--- src/rtl/mem_bus_arbiter.sv ---
// mem_bus_arbiter: registered CPU/loader arbiter for the shared program/data RAM.
// Optional performance counters are built when ARB_PERF_CNT_EN is defined.
module mem_bus_arbiter #(
    parameter int ADDR_W    = 8,
    parameter int DATA_W    = 8,
    parameter int MAX_BURST = 4
) (
    input  logic              clk_i,
    input  logic              clear_n_i,
    input  logic              cpu_req_i,
    input  logic              cpu_we_i,
    input  logic [ADDR_W-1:0] cpu_addr_i,
    input  logic [DATA_W-1:0] cpu_wdata_i,
    output logic              cpu_gnt_o,
    output logic              cpu_rvalid_o,
    output logic [DATA_W-1:0] cpu_rdata_o,
    output logic              cpu_stall_o,
    input  logic              ldr_req_i,
    input  logic              ldr_we_i,
    input  logic [ADDR_W-1:0] ldr_addr_i,
    input  logic [DATA_W-1:0] ldr_wdata_i,
    output logic              ldr_gnt_o,
    output logic              ldr_rvalid_o,
    output logic [DATA_W-1:0] ldr_rdata_o,
    output logic              ram_ce_o,
    output logic              ram_we_o,
    output logic [ADDR_W-1:0] ram_addr_o,
    output logic [DATA_W-1:0] ram_wdata_o,
    input  logic [DATA_W-1:0] ram_rdata_i,
    output logic [15:0]       perf_stall_o,
    output logic [15:0]       perf_ldr_o
);
    logic              cpu_gnt_q, cpu_gnt_d, ldr_gnt_q, ldr_gnt_d;
    logic              cpu_rvalid_q, cpu_rvalid_d, ldr_rvalid_q, ldr_rvalid_d;
    logic              ram_ce_q, ram_ce_d, ram_we_q, ram_we_d;
    logic [ADDR_W-1:0] ram_addr_q, ram_addr_d;
    logic [DATA_W-1:0] ram_wdata_q, ram_wdata_d;
    logic [7:0]        burst_q, burst_d;
    logic              cpu_elig, ldr_elig, ldr_win, cpu_win, burst_full;

    // A requester whose grant is showing this cycle sits out one arbitration round.
    assign cpu_elig   = cpu_req_i & ~cpu_gnt_q;
    assign ldr_elig   = ldr_req_i & ~ldr_gnt_q;
    assign burst_full = burst_q == 8'(MAX_BURST);
    assign ldr_win    = ldr_elig & ~(burst_full & cpu_elig);
    assign cpu_win    = cpu_elig & ~ldr_win;

    always_comb begin
        cpu_gnt_d    = cpu_win;
        ldr_gnt_d    = ldr_win;
        cpu_rvalid_d = cpu_gnt_q & ~ram_we_q;
        ldr_rvalid_d = ldr_gnt_q & ~ram_we_q;
        ram_ce_d     = cpu_win | ldr_win;
        ram_we_d     = ldr_win ? ldr_we_i : cpu_win & cpu_we_i;
        ram_addr_d   = ldr_win ? ldr_addr_i : cpu_win ? cpu_addr_i : ram_addr_q;
        ram_wdata_d  = ldr_win ? ldr_wdata_i : cpu_win ? cpu_wdata_i : ram_wdata_q;
        burst_d      = (cpu_win | ~cpu_req_i) ? 8'd0 :
                       (ldr_win & ~burst_full) ? burst_q + 8'd1 : burst_q;
    end

    always_ff @(posedge clk_i or negedge clear_n_i) begin
        if (!clear_n_i) begin
            cpu_gnt_q    <= 1'b0;
            ldr_gnt_q    <= 1'b0;
            cpu_rvalid_q <= 1'b0;
            ldr_rvalid_q <= 1'b0;
            ram_ce_q     <= 1'b0;
            ram_we_q     <= 1'b0;
            ram_addr_q   <= '0;
            ram_wdata_q  <= '0;
            burst_q      <= '0;
        end else begin
            cpu_gnt_q    <= cpu_gnt_d;
            ldr_gnt_q    <= ldr_gnt_d;
            cpu_rvalid_q <= cpu_rvalid_d;
            ldr_rvalid_q <= ldr_rvalid_d;
            ram_ce_q     <= ram_ce_d;
            ram_we_q     <= ram_we_d;
            ram_addr_q   <= ram_addr_d;
            ram_wdata_q  <= ram_wdata_d;
            burst_q      <= burst_d;
        end
    end

    assign cpu_gnt_o    = cpu_gnt_q;
    assign ldr_gnt_o    = ldr_gnt_q;
    assign cpu_rvalid_o = cpu_rvalid_q;
    assign ldr_rvalid_o = ldr_rvalid_q;
    assign cpu_rdata_o  = ram_rdata_i;
    assign ldr_rdata_o  = ram_rdata_i;
    assign cpu_stall_o  = cpu_req_i & ~cpu_gnt_q;
    assign ram_ce_o     = ram_ce_q;
    assign ram_we_o     = ram_we_q;
    assign ram_addr_o   = ram_addr_q;
    assign ram_wdata_o  = ram_wdata_q;

`ifdef ARB_PERF_CNT_EN
    logic [15:0] perf_stall_q, perf_stall_d, perf_ldr_q, perf_ldr_d;

    always_comb begin
        perf_stall_d = perf_stall_q + 16'(cpu_stall_o & (perf_stall_q != 16'hFFFF));
        perf_ldr_d   = perf_ldr_q + 16'(ldr_win & (perf_ldr_q != 16'hFFFF));
    end

    always_ff @(posedge clk_i or negedge clear_n_i) begin
        if (!clear_n_i) begin
            perf_stall_q <= '0;
            perf_ldr_q   <= '0;
        end else begin
            perf_stall_q <= perf_stall_d;
            perf_ldr_q   <= perf_ldr_d;
        end
    end

    assign perf_stall_o = perf_stall_q;
    assign perf_ldr_o   = perf_ldr_q;
`else
    assign perf_stall_o = 16'h0000;
    assign perf_ldr_o   = 16'h0000;
`endif
endmodule

--- config.mk ---
export PLATFORM = sky130hd
export DESIGN_NAME = mem_bus_arbiter
export DESIGN_NICKNAME = d
export VERILOG_FILES = /design/src/rtl/mem_bus_arbiter.sv
export SDC_FILE = /design/constraint.sdc
export NUM_CORES = 1
export LEC_CHECK = 0
export CAP_MARGIN = 10
export CORE_MARGIN = 1.5
export CORE_UTILIZATION = 37
export CTS_BUF_LIST = sky130_fd_sc_hd__clkbuf_4 sky130_fd_sc_hd__clkbuf_8
export CTS_CLUSTER_SIZE = 28
export DETAILED_ROUTE_END_ITERATION = 10
export PLACE_DENSITY = 0.82
export SYNTH_ARGS = -nofsm -noshare
export SYNTH_HDL_FRONTEND = slang
export SYNTH_SLANG_ARGS = --single-unit
--- constraint.sdc ---
create_clock -name clk_i -period 2.07 [get_ports clk_i]
set_clock_uncertainty 0.15 [all_clocks]
set_input_delay 0.5175 -clock clk_i [delete_from_list [all_inputs] [get_ports clk_i]]
set_output_delay 0.5175 -clock clk_i [all_outputs]
set_load 0.1 [all_outputs]
==> impl_metrics.tcl <==
set metrics [dict create \
    clk_transition_reported_paths_ns 0.06 \
    pwr_density_cell_mw_per_mm2 895 \
    yosysMostFrequentCell "buf_4" \
    max-cap-violations 0 \
    portBuffers 60 \
    grtUsageMet2_pct 24.8 \
    cts_max_level 2 \
    period_share_pct 98.7 \
    setup_viol 0 \
    crit_chain "clkdlybuf4s50_1 -> nor2b_4 -> buf_12" \
    drive_gt1_share_pct 27.4 \
    synth_largest_area_cell "dfrtp_1" \
    r2r_setup_slack_ns 0.09 \
    grt_overflow 0 \
    worstPathMaxFanout 2 \
    yosysUniqueCellTypes 33 \
    startpoint "cpu_req_i" \
    place.gp.congestion 0.853 \
    crit_family "buffers and inverters" \
    maxSlewViolCount 0 \
    avgSynthCellArea_sq_um 10.7 \
    grt_max_degree 18 \
    cp-start-kind "input port" \
    drt_pre_antenna_iters 6 \
    clk_latency_ns 0.28 \
    fp.dieArea_sq_mm 0.00525 \
    drc 0 \
    min_period_ns 2.04 \
    rsz0062_at_grt "no" \
    synth_edf_count 0 \
    layout.cells.non_filler 280 \
    syn_area_sq_mm 0.00178 \
    synth_seq_area_share_pct 42.1 \
    irDropWorstVdd_v 0.000479 \
    grt_usage_pct 15.4 \
    routed_via_density 4.75 \
    cts.sinks 30 \
    slew_headroom_pct 62.9 \
    antenna_left 0 \
    crit_end "cpu_stall_o" \
    io_pins 117 \
    fmax_mhz 489 \
    cp.arrival_ns 1.38 \
    ctsHoldBuffers 0 \
    antenna_found_initial 0 \
    die_y_um 72.4 \
    fin_ws_ns 0.0267 \
    r2r-end "burst_q[4]" \
    die_x_um 72.4 \
    status "finished, final reports clean" \
    area_growth_pct 47.1 \
    grtUsageMet1_pct 18.3 \
    yosysWarnings 0 \
    grt_pass1_wl_mm 6.07 \
    drt-total-wl_mm 3.94 \
    cts_buffers 5 \
    end_kind "output pin" \
    tightestPinTransition_ns 0.552 \
    wl_per_cell_um 14.1 \
    leakagePower_nw 1.14 \
    drtIter0Drc 87 \
    num_rows 25 \
    cts_buffer_depth 2 \
    fin_hold_ws_ns 0.374 \
    fin_setup_tns_ns 0 \
    fin_area_sq_mm 0.00263 \
    hold_viol_final 0 \
    start_util_pct 38.0 \
    nets 273 \
    antenna_cells 0 \
    ys_seq_elements 30 \
    r2r-start "burst_q[0]" \
    fillCellCount 405 \
    grt_busiest_layer "met2" \
    cts_tree "done" \
    crit_cells 3 \
    crit_slowest_cell "clkdlybuf4s50_1" \
    via_count 1331 \
    post-place-ws_ns -0.135 \
    placed_area_sq_mm 0.00252 \
    coreArea_sq_mm 0.00469 \
    grt.met3_usage_pct 4.58 \
    fin_total_pwr_mw 2.35 \
    hpwl_mm 3.07 \
    async_flop_share_pct 100 \
    ys.flop_type "dfrtp_1" \
    cp.required_ns 1.40 \
    path_class "input port to output pin" \
    synth_common_cells "buf_4 (48), dfrtp_1 (30), or3_1 (17)" \
    netlist.area_leader.share_pct 42.1 \
    post-route-util_pct 55.9 \
    root_buffer "clkbuf_8" \
    slowest_delay_ns 0.48 \
    synth_area_leaders "dfrtp_1 (42%), buf_4 (20%), o221a_1 (6.3%)" \
    hp-class "register to register" \
    path_buf_inv 2 \
    dp_cells 271 \
    reg2regPathDepth 7 \
    syn_inst 167 \
    grt_pass1_vias 1307 \
]
-- cells by family (layout without fill, tap and decap cells) --
family                   count (synthesis)  in the layout  synth area share (%)
buffers and inverters                   62             90                  24.1
AND/OR/NAND/NOR                         42             42                  14.8
flip-flops                              30             30                  42.1
AO/OA/AOI/OAI                           23             23                  13.9
XOR/XNOR                                 6              6                  2.95
adder cells (fa/ha/maj)                  2              2                  1.40
other                                    1             32                 0.210
multiplexers                             1              1                 0.561
-- layout make-up --
class,instances,area [sq um],area share [%]
Timing Repair Buffer,75,956,36.4
Sequential cell,30,756,28.8
Multi-Input combinational cell,106,724,27.6
Clock buffer,7,90.1,3.43
Tap cell,54,67.6,2.57
Inverter,7,26.3,1.00
Clock inverter,1,5.00,0.191
-- power by group --
| part | switching (mW) | internal [mW] | total, mW |
|---|---|---|---|
| Combinational | 0.782 | 0.364 | 1.15 |
| Clock | 0.217 | 0.281 | 0.498 |
| Sequential | 0.0630 | 0.643 | 0.706 |
-- layer usage --
layer,vias up,routed length [um]
li1,614,-
met5,-,0
met2,73,1910
met4,0,78
met1,636,1610
met3,8,349
-- what timing repair did --
| action | in CTS | in global routing |
|---|---|---|
| setup endpoints to repair | 1 | 0 |
| gates resized for setup | 1 | 0 |
| buffers inserted | 1 | 0 |
-- layout by cell type (no fill, tap or decap), types with 8 or more instances in the layout --
cell             netlist  final
buf_4                 48     14
buf_12                 0     24
dfrtp_1               30     28
clkdlybuf4s50_1        0     37
conb_1                 1     32
or3_1                 17     17
o221a_1               10     10
nor2_1                 8      8
-- flip-flops by register name, summed over array words and instances (netlist names) --
register and cells:
cpu_rvalid_o 1, ram_wdata_o 8, burst_q 8, ram_ce_o 1, ram_we_o 1, cpu_gnt_o 1
ram_addr_o 8, ldr_rvalid_o 1, ldr_gnt_o 1
-- worst min-delay path by stage --
stage,start,to,slack (ns),cells after the start
floorplan,clear_n_i,burst_q[0],0.07,0
global placement,ram_we_o,ldr_rvalid_o,0.37,1
detailed placement,ram_we_o,ldr_rvalid_o,0.37,1
CTS,ram_we_o,ldr_rvalid_o,0.38,1
global route,ram_we_o,cpu_rvalid_o,0.40,1
finish,ram_we_o,ldr_rvalid_o,0.37,1
No activity file was read; power rests on OpenSTA's default activity.
